<file path="config.mk">
export PLATFORM = sky130hd
export DESIGN_NAME = ap_cmd_arbiter_flat
export DESIGN_NICKNAME = d
export VERILOG_FILES = /design/src/rtl/ap_cmd_arbiter_pkg.sv /design/src/rtl/ap_cmd_arbiter_if.sv /design/src/rtl/ap_cmd_arbiter_rr_pick.sv /design/src/rtl/ap_cmd_arbiter.sv /design/src/flat_wrapper.sv
export SDC_FILE = /design/constraint.sdc
export NUM_CORES = 1
export LEC_CHECK = 0
export CORE_ASPECT_RATIO = 2
export CORE_MARGIN = 2
export CORE_UTILIZATION = 52
export DETAILED_ROUTE_END_ITERATION = 6
export PLACE_DENSITY = 0.83
export SLEW_MARGIN = 20
export SYNTH_ARGS = -nofsm -noshare
export SYNTH_HDL_FRONTEND = slang
export SYNTH_HIERARCHICAL = 1
export SYNTH_SLANG_ARGS = --single-unit
</file>
<file path="constraint.sdc">
create_clock -name clk -period 6.74 [get_ports clk]
set_input_delay 1.011 -clock clk [delete_from_list [all_inputs] [get_ports clk]]
set_output_delay 1.011 -clock clk [all_outputs]
set_load 0.05 [all_outputs]
</file>
<file path="src/rtl/ap_cmd_arbiter_pkg.sv">
// Shared types and constants for the per-rank column-command scheduling blocks.
package mc_pkg;

    localparam int unsigned TOTALBANKS = 16;
    localparam int unsigned BGBK_W     = $clog2(TOTALBANKS);

    typedef logic [BGBK_W-1:0] bgbk_t;

    typedef enum logic [1:0] {
        IDLE,
        ISSUE,
        WAIT_ACK
    } arb_state_e;

    localparam logic AP_MODE_RD = 1'b0;
    localparam logic AP_MODE_WR = 1'b1;

endpackage

</file>
<file path="src/rtl/ap_cmd_arbiter_if.sv">
// Request/command/AP-reservation bundle of the column-command arbiter.
// master is the arbiter side; slave is the request queues, AP counter and PHY side.
interface ap_cmd_arbiter_if;
    import mc_pkg::*;

    logic [TOTALBANKS-1:0] reqValid;
    logic [TOTALBANKS-1:0] reqIsWrite;
    logic [TOTALBANKS-1:0] reqAP;
    logic [TOTALBANKS-1:0] bankBusy;
    logic [TOTALBANKS-1:0] reqPop;
    logic                  cmdValid;
    logic                  cmdReady;
    bgbk_t                 cmdBGBK;
    logic                  cmdIsWrite;
    logic                  cmdAP;
    logic                  apSetup;
    logic                  apMode;
    bgbk_t                 apBGBK;
    logic                  phyAck;
    bgbk_t                 phyAckBGBK;
    logic                  ackTimeoutErr;

    modport master (
        input  reqValid, reqIsWrite, reqAP, bankBusy, cmdReady, phyAck, phyAckBGBK,
        output reqPop, cmdValid, cmdBGBK, cmdIsWrite, cmdAP, apSetup, apMode, apBGBK,
               ackTimeoutErr
    );

    modport slave (
        output reqValid, reqIsWrite, reqAP, bankBusy, cmdReady, phyAck, phyAckBGBK,
        input  reqPop, cmdValid, cmdBGBK, cmdIsWrite, cmdAP, apSetup, apMode, apBGBK,
               ackTimeoutErr
    );

endinterface

</file>
<file path="src/rtl/ap_cmd_arbiter_rr_pick.sv">
// Rotating-priority encoder: first set bit of eligible scanning from ptr upward with wrap.
module rr_pick #(
    parameter  int unsigned N = 16,
    localparam int unsigned W = $clog2(N)
) (
    input  logic [N-1:0] eligible,
    input  logic [W-1:0] ptr,
    output logic         found,
    output logic [W-1:0] idx
);

    int unsigned  pos;
    logic [W-1:0] p;

    always_comb begin
        found = 1'b0;
        idx   = '0;
        pos   = 0;
        p     = '0;
        for (int unsigned i = 0; i < N; i++) begin
            pos = (32'(ptr) + i) % N;
            p   = W'(pos);
            if (!found && eligible[p]) begin
                found = 1'b1;
                idx   = p;
            end
        end
    end

endmodule

</file>
<file path="src/rtl/ap_cmd_arbiter.sv">
// Per-rank column-command arbiter: round-robin over banks, skipping AP-busy banks,
// reserving the bank on an AP grant and holding off until the PHY acknowledges it.
module ap_cmd_arbiter
    import mc_pkg::*;
#(
    parameter int unsigned NUMBANK      = 4,
    parameter int unsigned NUMBANKGROUP = 4,
    parameter int unsigned ACK_TIMEOUT  = 64
) (
    input logic              clk,
    input logic              rst,
    ap_cmd_arbiter_if.master bus
);

    localparam int unsigned TOTAL = NUMBANK * NUMBANKGROUP;
    localparam int unsigned IW    = $clog2(TOTAL);
    localparam int unsigned TW    = $clog2(ACK_TIMEOUT + 1);

    arb_state_e       state_q, state_d;
    logic [IW-1:0]    idx_q, rr_ptr_q, pick_idx, ap_bgbk_q;
    logic             is_write_q, ap_q, ap_mode_q, err_q;
    logic             found, accept, timeout, ack_match;
    logic [TW-1:0]    timer_q;
    logic [TOTAL-1:0] eligible, pop;

    assign eligible = bus.reqValid & ~bus.bankBusy;

    rr_pick #(.N(TOTAL)) u_rr_pick (
        .eligible (eligible),
        .ptr      (rr_ptr_q),
        .found    (found),
        .idx      (pick_idx)
    );

    always_comb begin
        state_d   = state_q;
        accept    = 1'b0;
        timeout   = 1'b0;
        ack_match = bus.phyAck && (bus.phyAckBGBK == idx_q);
        pop       = '0;
        unique case (state_q)
            IDLE:     if (found) state_d = ISSUE;
            ISSUE: begin
                if (bus.cmdReady) begin
                    accept      = 1'b1;
                    pop[idx_q]  = 1'b1;
                    state_d     = ap_q ? WAIT_ACK : IDLE;
                end
            end
            WAIT_ACK: begin
                // A matching ack in the timeout cycle takes priority over the error.
                if (ack_match) begin
                    state_d = IDLE;
                end else if (timer_q == TW'(ACK_TIMEOUT - 1)) begin
                    timeout = 1'b1;
                    state_d = IDLE;
                end
            end
            default:  state_d = IDLE;
        endcase
    end

    always_ff @(posedge clk or negedge rst) begin
        if (!rst) begin
            state_q    <= IDLE;
            idx_q      <= '0;
            rr_ptr_q   <= '0;
            is_write_q <= 1'b0;
            ap_q       <= 1'b0;
            ap_bgbk_q  <= '0;
            ap_mode_q  <= AP_MODE_RD;
            err_q      <= 1'b0;
            timer_q    <= '0;
        end else begin
            state_q <= state_d;
            // AP reservation fields are loaded at grant so they are valid with the apSetup pulse.
            if (state_q == IDLE && found) begin
                idx_q      <= pick_idx;
                is_write_q <= bus.reqIsWrite[pick_idx];
                ap_q       <= bus.reqAP[pick_idx];
                if (bus.reqAP[pick_idx]) begin
                    ap_bgbk_q <= pick_idx;
                    ap_mode_q <= bus.reqIsWrite[pick_idx] ? AP_MODE_WR : AP_MODE_RD;
                end
            end
            if (accept) begin
                rr_ptr_q <= (idx_q == IW'(TOTAL - 1)) ? '0 : idx_q + 1'b1;
                timer_q  <= '0;
            end else if (state_q == WAIT_ACK && timer_q != TW'(ACK_TIMEOUT)) begin
                timer_q <= timer_q + 1'b1;
            end
            if (timeout) err_q <= 1'b1;
        end
    end

    assign bus.cmdValid      = (state_q == ISSUE);
    assign bus.cmdBGBK       = idx_q;
    assign bus.cmdIsWrite    = is_write_q;
    assign bus.cmdAP         = ap_q;
    assign bus.reqPop        = pop;
    assign bus.apSetup       = accept && ap_q;
    assign bus.apMode        = ap_mode_q;
    assign bus.apBGBK        = ap_bgbk_q;
    assign bus.ackTimeoutErr = err_q;

endmodule

</file>
<file path="src/flat_wrapper.sv">
// flat-port wrapper written by rule: the top's interface ports become plain ports
module ap_cmd_arbiter_flat import mc_pkg::*;
#(
    parameter int unsigned NUMBANK      = 4,
    parameter int unsigned NUMBANKGROUP = 4,
    parameter int unsigned ACK_TIMEOUT  = 64
)
  (clk, rst, bus_reqValid, bus_reqIsWrite, bus_reqAP, bus_bankBusy, bus_cmdReady, bus_phyAck, bus_phyAckBGBK, bus_reqPop, bus_cmdValid, bus_cmdBGBK, bus_cmdIsWrite, bus_cmdAP, bus_apSetup, bus_apMode, bus_apBGBK, bus_ackTimeoutErr);
  ap_cmd_arbiter_if bus_i ();
  input logic clk;
  input logic rst;
  input wire logic [$bits(bus_i.reqValid)-1:0] bus_reqValid;
  input wire logic [$bits(bus_i.reqIsWrite)-1:0] bus_reqIsWrite;
  input wire logic [$bits(bus_i.reqAP)-1:0] bus_reqAP;
  input wire logic [$bits(bus_i.bankBusy)-1:0] bus_bankBusy;
  input wire logic [$bits(bus_i.cmdReady)-1:0] bus_cmdReady;
  input wire logic [$bits(bus_i.phyAck)-1:0] bus_phyAck;
  input wire logic [$bits(bus_i.phyAckBGBK)-1:0] bus_phyAckBGBK;
  output wire logic [$bits(bus_i.reqPop)-1:0] bus_reqPop;
  output wire logic [$bits(bus_i.cmdValid)-1:0] bus_cmdValid;
  output wire logic [$bits(bus_i.cmdBGBK)-1:0] bus_cmdBGBK;
  output wire logic [$bits(bus_i.cmdIsWrite)-1:0] bus_cmdIsWrite;
  output wire logic [$bits(bus_i.cmdAP)-1:0] bus_cmdAP;
  output wire logic [$bits(bus_i.apSetup)-1:0] bus_apSetup;
  output wire logic [$bits(bus_i.apMode)-1:0] bus_apMode;
  output wire logic [$bits(bus_i.apBGBK)-1:0] bus_apBGBK;
  output wire logic [$bits(bus_i.ackTimeoutErr)-1:0] bus_ackTimeoutErr;
  assign bus_i.reqValid = bus_reqValid;
  assign bus_i.reqIsWrite = bus_reqIsWrite;
  assign bus_i.reqAP = bus_reqAP;
  assign bus_i.bankBusy = bus_bankBusy;
  assign bus_i.cmdReady = bus_cmdReady;
  assign bus_i.phyAck = bus_phyAck;
  assign bus_i.phyAckBGBK = bus_phyAckBGBK;
  assign bus_reqPop = bus_i.reqPop;
  assign bus_cmdValid = bus_i.cmdValid;
  assign bus_cmdBGBK = bus_i.cmdBGBK;
  assign bus_cmdIsWrite = bus_i.cmdIsWrite;
  assign bus_cmdAP = bus_i.cmdAP;
  assign bus_apSetup = bus_i.apSetup;
  assign bus_apMode = bus_i.apMode;
  assign bus_apBGBK = bus_i.apBGBK;
  assign bus_ackTimeoutErr = bus_i.ackTimeoutErr;
  ap_cmd_arbiter #(.NUMBANK(NUMBANK), .NUMBANKGROUP(NUMBANKGROUP), .ACK_TIMEOUT(ACK_TIMEOUT)) u_core (.clk(clk), .rst(rst), .bus(bus_i));
endmodule
</file>
# After elaboration in Yosys (flattened, before gate mapping)
# Cells that the tools add are included.
totals:
  out_inout_bits: 30
  reg_bits: 25
classes:
  add_sub_neg: 17
  n_reduce_logical: 39
  n_mux: 87
  bitwise: 2
  n_eq_ne: 9
  order_cmp: 19
op_table:
  columns: ["op", "count"]
  rows:
  - ["$lt A4 B5 Y1 const B", 18]
  - ["$bmux W1 S4", 18]
  - ["$mux W4", 17]
  - ["$mux W1", 41]
  - ["$add A4 B4 Y4 const B", 8]
  - ["$mux W16", 2]
  - ["$logic_and A1 B1 Y1", 20]
  - ["$add A4 B3 Y4 const B", 4]
  - ["$and A16 B16 Y16", 1]
  - ["$not A16 Y16", 1]
  - ["$logic_not A1 Y1", 15]
  - ["$mux W7", 2]
  - ["$mux W2", 5]
  - ["$add A4 B1 Y4 const B", 2]
  - ["$add A4 B2 Y4 const B", 2]
  - ["$add A7 B1 Y7 const B", 1]
  - ["$eq A7 B6 Y1 const B", 1]
  - ["$ne A7 B7 Y1 const B", 1]
  - ["$pmux W2 S3", 1]
  - ["$demux W1 S4", 1]
  - ["$eq A4 B4 Y1", 1]
  - ["$eq A4 B4 Y1 const B", 1]
  - ["$ge A4 B1 Y1 const B", 1]
  - ["$ne A3 B1 Y1 const B", 1]
  - ["8 further kinds", 8]

# Logic depth before layout (Yosys ltp)
# Gate-level depths: netlist of run 1.
depth:
  depth_word: 53
  depth_mapped: 22
  mapped_depth_nobuf: 15

# Hierarchy
# Netlist of run 1, hierarchy kept.
modules_own_cells:
  columns: ["module", "n_inst", "cells_per_inst", "area_per_inst_um2"]
  rows:
  - ["rr_pick", 1, 280, 2472.4]
  - ["ap_cmd_arbiter", 1, 177, 1737.9]

# Least setup slack after synthesis of run 1
# Ideal clock, no wire load.
synth_timing:
  kind: "flip-flop to flip-flop"
  startpoint: "reg u_core.rr_ptr_q[1]"
  endpoint: "reg u_core.ap_bgbk_q[1] (netlist: u_core/bus.apBGBK[1])"
  slack_ps: 722
  path_stages_with_launch: 17
  arrival_ps: 5893
  period_less_slack_ps: 6018
  path_cell_list: "dfrtp_1 -> clkbuf_1 -> clkbuf_1 -> clkinv_1 -> ha_1 -> buf_2 -> clkbuf_1 -> mux4_2 -> mux4_2 -> nor3_4 -> nand3_2 -> or4_1 -> a32oi_1 -> mux4_2 -> nand2b_4 -> a32oi_4 -> mux2_4"
synth_via:
  elab_chain_len: 51
  word_cells_on_any_way: 113
synth_lines:
  columns: ["item", "line_no", "source"]
  rows:
  - ["start, declared", "ap_cmd_arbiter.sv:20", "logic [IW-1:0] idx_q, rr_ptr_q, pick_idx, ap_bgbk_q;"]
  - ["start signal, assigned", "ap_cmd_arbiter.sv:87", "rr_ptr_q <= (idx_q == IW'(TOTAL - 1)) ? '0 : idx_q + 1'b1;"]
  - ["parallel branches: the longest is 47 deep, another holds $add A4 B1 Y4", null, null]
  - ["$mux W4 (*)", "ap_cmd_arbiter_rr_pick.sv:23", "if (!found && eligible[p]) begin"]
  - ["net u_core.pick_idx[0]", "ap_cmd_arbiter.sv:20", null]
  - ["$bmux W1 S4 (*)", "ap_cmd_arbiter.sv:81", "if (bus.reqAP[pick_idx]) begin"]
  - ["$mux W1 (not written as such) (*)", "ap_cmd_arbiter.sv:81", null]
  - ["$reduce_and A2 Y1 (no source line) (*)", null, null]
  - ["end signal, assigned", "ap_cmd_arbiter.sv:82", "ap_bgbk_q <= pick_idx;"]
  - ["end, declared", "ap_cmd_arbiter.sv:20", null]
# Mark *: on every way through the listed nets, which the timed path passes. The select of a mux whose other input is x is not followed.
# A chain may end at the register's enable or synchronous reset.

# Worst setup path after layout of run 1
layout_timing:
  startpoint: "reg u_core.rr_ptr_q[1]"
  endpoint: "reg u_core.ap_mode_q (netlist: u_core/bus.apMode)"
layout_via:
  elab_chain_len: 51
  word_cells_on_any_way: 116
layout_lines:
  columns: ["item", "line_no", "source"]
  rows:
  - ["parallel branches: the longest is 47 deep, another holds $add A4 B1 Y4", null, null]
  - ["$mux W4 (*)", "ap_cmd_arbiter_rr_pick.sv:23", null]
  - ["net u_core.pick_idx[0]", "ap_cmd_arbiter.sv:20", null]
  - ["$bmux W1 S4, on equally long branches", "ap_cmd_arbiter.sv:83, ap_cmd_arbiter.sv:81", null]
  - ["$mux W1, on equally long branches", "ap_cmd_arbiter.sv:83, ap_cmd_arbiter.sv:81", null]
  - ["$mux W1 or $reduce_and A2 Y1 (tied branches)", null, null]
  - ["end signal, assigned", "ap_cmd_arbiter.sv:83", "ap_mode_q <= bus.reqIsWrite[pick_idx] ? AP_MODE_WR : AP_MODE_RD;"]
  - ["end, declared", "ap_cmd_arbiter.sv:21", "logic is_write_q, ap_q, ap_mode_q, err_q;"]
# Marks and branches as above.

==> run metrics, run 1 <==
relative slew slack 0.439; vias in the first global route between 4k and 5k; largest net degree at the start of global routing 38; layout cells sized above 1 0.163; clk buf depth 2; asr flop ratio synth 1.00; Synth-to-Final Area Change 28.2%; Mapped Avg Cell Area between 9 and 10 um^2; worst hold margin roughly 500 ps; HP Class flop to flop; status finished clean; gpl congestion between 1 and 1.5; Mapped Cells roughly 460; Worst Path Max Fanout 15; num rows between 40 and 50; Netlist cell types 75; Root Driver clkbuf_16; Syn. warnings 6; grt ovf 0; critical path required time slightly below 7000 ps; count of final setup violators 0; register area share after synthesis 0.149; post_cts resized 0; clock period minus worst slack roughly 6000 ps; Final Cycle Share 0.888; Synth Register Bits 25; drt first pass iters 5; Final TNS setup 0 ps; unrepaired setup endpoints after global routing no; clock skew a little under 3 ps; clock sinks 25; Slew @ Worst Pin 839 ps; Die ar. 0.00888 mm^2; Synth area leaders mux4_2 18%, dfrtp_1 15%, mux2i_1 8.3%, mux2_2 4.5%, ha_1 3.9%; Worst Setup Start Kind flop; post-DR wirelength/cell 22.0 um; most common cell after layout, fill and taps aside clkdlybuf4s50_1; Post-synth EDFFs 0; IO Pins between 100 and 150; Post-CTS Hold Fix Bufs 0; Arrival @ worst endpoint 6130 ps; Layout Cells excl Fill around 650; Worst R2R Setup Slack roughly 750 ps; dpl hpwl roughly 11000 um; Vias between 4k and 5k; Starting Density 0.534; Num CTS Buffers 3; Die X a little under 70 um; Routed WL about 14000 um; core region area approximately 0.008 mm^2; commonest cells after routing, fill and taps aside 100 x clkdlybuf4s50_1, 41 x nand2_1, 35 x nor2_1, 35 x mux2i_1, 33 x mux4_2; DRC viols 0; first-pass GRT wire length between 20000 and 25000 um; # H-tree levels 1; total track usage 0.335; Final Hold Vio Count 0; initial antenna violation count 0; Worst-path clk slew roughly 60 ps; die outline height 131 um; setup repair bufs after CTS 0; nature of the critical path endpoint flop; Syn Std Cell Area 0.00421 mm^2; TritonCTS clock tree built; ys flop type dfrtp_1; max-cap violations 0; antenna-violating nets left 0; via density per instance roughly 7; nets ~640; max-slew violations 0; Synth area leader mux4_2; # diodes 0; maximum clock rate ~0.17 GHz; CP Class flop to flop; post-synth top area share 0.177; Initial DRC Count 441; port bufs ~100; syn_nets approximately 540; # placed instances 644; worst-skew pair later-pin latency 260 ps
==> cells by family after synthesis <==
kind of cell | synth area share
simple gates | 0.209
compound gates | 0.170
mux | 0.344
buf+inv | 0.0464
flops | 0.149
xor+xnor | 0.0434
fa+ha+maj | 0.0386
==> cell usage after synthesis (14+ instances only) <==
cell,instances
mux2_2,17
nand3_1,14
nor2b_1,22
dfrtp_1,25
o21ai_0,19
nor2_1,35
inv_1,18
mux4_2,33
nand2_1,41
a21oi_1,14
mux2i_1,35
xnor2_1,14
==> flip-flops by register name, summed over array words and instances (netlist names), 2 cells and up <==
register and flops:
u_core/bus.cmdBGBK 4, u_core/rr_ptr_q 4, u_core/bus.apBGBK 4, u_core/timer_q 7, u_core/state_q 2
==> final cells by class <==
cell class                 count  area, um^2
clock buffer                   3        75.1
sequential                    25         627
multi-input combinational    389        3390
inverter                      19        71.3
clock inverter                 1        5.00
fill                         611        2490
timing repair buffer         115        1110
tap                           96         120
==> layer usage <==
metal,part of all wire,track usage,routed length (um),up-vias
met1,0.32,0.359,4610,2143
met5,0,0,0,-
met4,0.062,0.163,885,0
met2,0.55,0.606,7860,259
met3,0.062,0.0462,885,75
li1,-,-,-,1944
==> path summary, 6_finish.rpt <==
check,cells past startpoint,from,to
max,15,u_core/rr_ptr_q[1],u_core/bus.apMode
min reg2reg,1,u_core/bus.cmdIsWrite,u_core/bus.cmdIsWrite
max in group asynchronous,1,rst,u_core/rr_ptr_q[0]
max reg2reg,15,u_core/rr_ptr_q[1],u_core/bus.apMode
min,1,u_core/bus.cmdIsWrite,u_core/bus.cmdIsWrite
min in group asynchronous,1,rst,u_core/timer_q[1]
==> stage by stage <==
stage / utilization / cell area [um^2] / setup WS (ps)
after floorplan: - / 4210 / 722
after global placement: 0.675 / 5320 / 676
after detailed placement: 0.675 / 5320 / 559
after CTS: 0.685 / 5400 / 763
after global routing: 0.685 / 5400 / 414
final: 0.685 / 5400 / 755
==> worst max-delay path, cell delays in order (launching register included) <==
cell	delay, ps
dfrtp_1	340
clkinv_1	60
buf_4	180
ha_1	750
mux4_2	670
mux2_2	330
mux2_2	350
nor3_4	330
nand3_2	220
or4_1	640
a32oi_1	590
buf_4	310
mux4_2	520
mux2i_1	170
mux2i_1	120
mux2_4	280
Power of run 1 is left out: the tool's default activity adds up to more than one toggle a clock period on the data nets, which glitch-free logic cannot reach.
==> run 2: changes to the inputs <==
--- a/config.mk
+++ b/config.mk
@@ -9,7 +9,9 @@
 export CORE_MARGIN = 2
 export CORE_UTILIZATION = 52
 export DETAILED_ROUTE_END_ITERATION = 6
+export MAX_ROUTING_LAYER = met4
 export PLACE_DENSITY = 0.83
+export RECOVER_POWER = 100
 export SLEW_MARGIN = 20
 export SYNTH_ARGS = -nofsm -noshare
 export SYNTH_HDL_FRONTEND = slang
==> constraint.sdc (replaced) <==
create_clock -name clk -period 5.92 [get_ports clk]
set_input_delay 0.888 -clock clk [delete_from_list [all_inputs] [get_ports clk]]
set_output_delay 0.888 -clock clk [all_outputs]
set_load 0.05 [all_outputs]
==> run metrics, run 2 (synthesized netlist as in run 1, its figures left out) <==
maximum clock rate 0.178 GHz; max reg flops 7 (unchanged); Root Driver clkbuf_16 (unchanged); port bufs 101 (unchanged); worst hold margin 477 ps (was 513 ps); largest net degree at the start of global routing 36 (was 38); Starting Density 0.534 (unchanged); Arrival @ worst endpoint 5750 ps (was 6130 ps); Synth-to-Final Area Change 30.3% (was 28.2%); gpl congestion 1.03 (was 1.00); Slew @ Worst Pin 1340 ps (was 839 ps); core region area 0.00789 mm^2 (unchanged); # H-tree levels 1 (unchanged); Num CTS Buffers 3 (unchanged); largest reg by FF count u_core/timer_q (unchanged); Final Hold Vio Count 0 (unchanged); vias in the first global route 4617 (was 4439); first-pass GRT wire length 23800 um (was 22800 um); initial antenna violation count 0 (unchanged); post_cts resized 0 (unchanged); unrepaired setup endpoints after global routing no (unchanged); CP Class input port to flop (was flop to flop); Worst R2R Setup Slack 350 ps (was 750 ps); Routed WL 14900 um (was 14200 um); drt first pass iters 5 (unchanged); most common cell after layout, fill and taps aside clkdlybuf4s50_1 (unchanged); # diodes 0 (unchanged); Worst R2R Path Depth 13 (was 15); IO Pins 102 (unchanged); Worst Hold Depth 2 (was 1); pre-CTS WS 140 ps (was 559 ps); critical path required time 6050 ps (was 6880 ps); worst-skew pair later-pin latency 260 ps (about the same); setup repair bufs after CTS 0 (unchanged); Post-CTS Hold Fix Bufs 0 (unchanged); final setup slack of the worst path 301 ps (was 755 ps); Worst Path Max Fanout 8 (was 15); nets 652 (was 638); antenna-violating nets left 0 (unchanged); clock skew 3.23 ps (was 2.90 ps); via density per instance 6.80 (was 6.82); Worst-path clk slew 70 ps (was 60 ps); max-cap violations 0 (unchanged); clock period minus worst slack 5620 ps; die outline height 131 um (unchanged); relative slew slack 0.105 (was 0.439); count of final setup violators 0 (unchanged); Final Cycle Share 0.949; Initial DRC Count 334 (was 441); DRC viols 0 (unchanged); total track usage 0.364 (was 0.335); TritonCTS clock tree built (unchanged); dpl hpwl 12000 um (was 11400 um); layout cells sized above 1 0.171 (was 0.163); fill count 611 (unchanged); HP Class flop to flop (unchanged); Worst Setup Start Kind input port (was flop); # placed instances 658 (was 644); post-DR wirelength/cell 22.6 um (was 22.0 um); Vias 4504 (was 4421); Die ar. 0.00888 mm^2 (unchanged); Die X 67.6 um (unchanged); num rows 46 (unchanged); Final TNS setup 0 ps (unchanged); grt ovf 0 (unchanged); max-slew violations 0 (unchanged); commonest cells after routing, fill and taps aside 68 x clkdlybuf4s50_1, 41 x nand2_1, 35 x nor2_1, 35 x mux2i_1, 33 x mux4_2 (was 100 x clkdlybuf4s50_1, 41 x nand2_1, 35 x nor2_1, 35 x mux2i_1, 33 x mux4_2); clock sinks 25 (unchanged); status finished clean (unchanged); nature of the critical path endpoint flop (unchanged); clk buf depth 2 (unchanged); Layout Cells excl Fill 662 (was 648)
-- run 2: cell types whose count changed in the layout (fill, tap and decap cells not counted), sizes merged --
cell | before | now
clkinv | 2 | 1
dlygate4sd3 | 0 | 32
buf | 15 | 27
clkinvlp | 0 | 1
clkdlybuf4s50 | 100 | 68
clkbuf | 3 | 5
-- run 2: worst paths after layout --
path                                          start                  endpoint
min in group asynchronous                       rst         u_core/timer_q[1]
max in group asynchronous                       rst        u_core/rr_ptr_q[0]
max                                bus_reqValid[11]      u_core/bus.apBGBK[1]
max reg2reg                      u_core/rr_ptr_q[0]      u_core/bus.apBGBK[1]
min reg2reg                u_core/bus.ackTimeoutErr  u_core/bus.ackTimeoutErr
min                        u_core/bus.ackTimeoutErr  u_core/bus.ackTimeoutErr
-- run 2: layout make-up --
cell class,instances,area [um^2],area share
Inverter,19,71.3,0.0130
Tap cell,96,120,0.0219
Sequential cell,25,627,0.114
Timing Repair Buffer,129,1210,0.221
Clock inverter,1,7.51,0.00137
Multi-Input combinational cell,389,3370,0.615
Clock buffer,3,75.1,0.0137
-- run 2: per-layer routing --
layer	up-vias	GRT usage	share of wire
met2	290	0.621	0.54
met5	-	-	0
met1	2145	0.383	0.33
li1	1972	-	-
met3	97	0.0497	0.059
met4	0	0.210	0.073
-- run 2: through the flow --
stage / instance area [um^2] / util
after floorplan: 4210 / -
after global placement: 5430 / 0.689
after detailed placement: 5430 / 0.689
after CTS: 5510 / 0.699
after global routing: 5490 / 0.696
final: 5490 / 0.696
-- run 2: worst max-delay path, stage by stage --
cell,delay [ps]
clkdlybuf4s50_1,460
nor2b_1,490
mux2_2,300
o22ai_1,120
o31ai_1,780
nor3_1,240
nand3_2,160
buf_4,160
o21ba_1,180
a2111oi_0,370
o21a_1,390
mux4_2,360
nand2b_4,180
a32oi_4,290
mux2_1,390
Power of run 2 is left out for the same reason.
==> run 3: changes to the inputs <==
--- a/config.mk
+++ b/config.mk
@@ -7,10 +7,11 @@
 export LEC_CHECK = 0
 export CORE_ASPECT_RATIO = 2
 export CORE_MARGIN = 2
-export CORE_UTILIZATION = 52
+export CORE_UTILIZATION = 47
+export CTS_CLUSTER_SIZE = 8
 export DETAILED_ROUTE_END_ITERATION = 6
 export MAX_ROUTING_LAYER = met4
-export PLACE_DENSITY = 0.83
+export PLACE_DENSITY = 0.79
 export RECOVER_POWER = 100
 export SLEW_MARGIN = 20
 export SYNTH_ARGS = -nofsm -noshare
==> constraint.sdc (replaced) <==
create_clock -name clk -period 4.6 [get_ports clk]
set_input_delay 0.69 -clock clk [delete_from_list [all_inputs] [get_ports clk]]
set_output_delay 0.69 -clock clk [all_outputs]
set_load 0.05 [all_outputs]
==> run metrics, run 3 (synthesized netlist as in run 1, its figures left out) <==
status finished, violations left (was finished clean); failing checks negative setup slack; maximum clock rate about 0.21 GHz; core region area 0.00865 mm^2 (was 0.00789 mm^2); Worst Setup Start Kind input port (unchanged); via density per instance 6.51 (was 6.80); antenna-violating nets left 0 (unchanged); max-slew violations 0 (unchanged); final setup slack of the worst path -209 ps (was 301 ps); reg2reg end u_core/bus.apBGBK[0] (was u_core/bus.apBGBK[1]); relative slew slack 0.114 (was 0.105); Final Cycle Share 1.05; Top delay family on crit path multiplexers (was compound AO/OA/AOI/OAI gates); num rows 48 (was 46); Slew @ Worst Pin 1330 ps (was 1340 ps); Worst Path Max Fanout 5 (was 8); clk buf depth 2 (unchanged); DRC viols 0 (unchanged); count of final setup violators 6 (was 0); Root Driver clkbuf_16 (unchanged); critical path depth in cells 13 (was 15); # diodes 0 (unchanged); multi-input logic area 0.00367 mm^2 (was 0.00337 mm^2); Post-CTS Hold Fix Bufs 0 (unchanged); Worst R2R Path Depth 13 (unchanged); nets 770 (was 652); grt ovf 0 (unchanged); worst setup path end u_core/bus.apBGBK[0] (was u_core/bus.apBGBK[1]); clock sinks 25 (unchanged); Worst-path clk slew 70 ps (about the same); Die X 70.9 um (was 67.6 um); largest net degree at the start of global routing 26 (was 36); first-pass GRT wire length 27400 um (was 23800 um); buffers plus inverters on the worst setup path 2 (unchanged); drt first pass iters 5 (unchanged); worst-skew pair later-pin latency 260 ps (about the same); Final Hold Vio Count 0 (unchanged); die outline height 138 um (was 131 um); unrepaired setup endpoints after global routing yes (was no); cell mode on critical path mux4_2; max-cap violations 0 (unchanged); IO Pins 102 (unchanged); clock period minus worst slack 4810 ps; commonest cells after routing, fill and taps aside 133 x buf_4, 41 x nand2_1, 37 x mux4_2, 36 x clkdlybuf4s50_1, 34 x nor2_1 (was 68 x clkdlybuf4s50_1, 41 x nand2_1, 35 x nor2_1, 35 x mux2i_1, 33 x mux4_2); # H-tree levels 1 (unchanged); CP Class input port to flop (unchanged); clock skew 5.68 ps (was 3.23 ps); CP max stage delay 580 ps (was 780 ps); dpl hpwl 14200 um (was 12000 um); Synth-to-Final Area Change 58.8% (was 30.3%); Routed WL 18600 um (was 14900 um); initial antenna violation count 0 (unchanged); max reg flops 7 (unchanged); Cell Chain, Critical Path dlygate4sd2_1, nor2b_4, buf_6, mux4_2, mux4_2, nor3_4, nand3_4, or4_4, a32oi_4, mux4_2, nand2b_4, a32oi_4, mux2_4 (was clkdlybuf4s50_1, nor2b_1, mux2_2, o22ai_1, o31ai_1, nor3_1, nand3_2, buf_4, o21ba_1, a2111oi_0, o21a_1, mux4_2, nand2b_4, a32oi_4, mux2_1); CP max stage cell mux4_2 (was o31ai_1); storage element area 627 um^2 (unchanged); largest reg by FF count u_core/timer_q (unchanged); Num CTS Buffers 3 (unchanged); Starting Density 0.487 (was 0.534); TritonCTS clock tree built (unchanged); HP Class flop to flop (unchanged); Arrival @ worst endpoint 4960 ps (was 5750 ps); Final TNS setup -1160 ps (was 0 ps); nature of the critical path endpoint flop (unchanged); Initial DRC Count 469 (was 334); fill count 550 (was 611); most common cell after layout, fill and taps aside buf_4 (was clkdlybuf4s50_1); critical path required time 4750 ps (was 6050 ps); Worst R2R Setup Slack -170 ps (was 350 ps); gpl congestion 1.01 (was 1.03); layout cells sized above 1 0.387 (was 0.171); vias in the first global route 5349 (was 4617); total track usage 0.373 (was 0.364); worst reg2reg startpoint u_core/rr_ptr_q[1] (was u_core/rr_ptr_q[0]); port bufs 101 (unchanged); Die ar. 0.00978 mm^2 (was 0.00888 mm^2); crit path launch bus_reqValid[2] (was bus_reqValid[11]); Vias 5100 (was 4504); post-DR wirelength/cell 23.7 um (was 22.6 um)
[run 3: cell types whose count changed in the layout (fill, tap and decap cells not counted), sizes merged]
cell	delta
buf	+118
dlygate4sd2	+29
clkdlybuf4s50	-32
clkdlybuf4s15	+3
[run 3: through the flow]
step	hold WS, ps	cells	utilization	setup slack, ps	area (um^2)
6_report	526	784	0.773	-209	6690
5_1_grt	540	784	0.773	-271	6690
4_1_cts	492	777	0.763	-175	6600
3_5_place_dp	476	758	0.718	-849	6210
3_3_place_gp	459	758	0.718	-725	6210
2_1_floorplan	394	457	-	-437	4340
[run 3: layout make-up]
type / instances / share of cell area
clock buffers: 3 / 0.0112
clock inverters: 1 / 0.00112
inverters: 19 / 0.0114
multi-input cells: 389 / 0.549
well taps: 100 / 0.0187
flip-flops and latches: 25 / 0.0938
repair buffers: 247 / 0.315
[run 3: tightest hold or removal path: cells and delay by family, from the launching register on]
family	cells	cell delay, ps
compound gates	1	70
buf+inv	1	60
flops	1	360
[run 3: timing repair]
action / in CTS / in global routing
cloned: 0 / 0
resized for setup: 95 / 15
setup buffers: 15 / 7
setup endpoints to repair: 7 / 7
pin swaps: 9 / 4
[run 3: how the worst min path moves through the flow]
stage,from,end,depth (start not counted)
final,u_core/bus.ackTimeoutErr,u_core/bus.ackTimeoutErr,2
after CTS,u_core/bus.ackTimeoutErr,u_core/bus.ackTimeoutErr,2
after global placement,u_core/bus.ackTimeoutErr,u_core/bus.ackTimeoutErr,2
after global routing,u_core/bus.apMode,u_core/bus.apMode,1
after detailed placement,u_core/bus.ackTimeoutErr,u_core/bus.ackTimeoutErr,2
after floorplan,rst,u_core/bus.ackTimeoutErr,0
[run 3: layer usage]
layer | vias to the layer above | GRT usage | routed length [um]
li1 | 2210 | - | -
met1 | 2480 | 0.364 | 6120
met2 | 296 | 0.702 | 10100
met3 | 114 | 0.0269 | 864
met4 | 0 | 0.225 | 1490
met5 | - | - | 0
Power of run 3 is left out for the same reason.
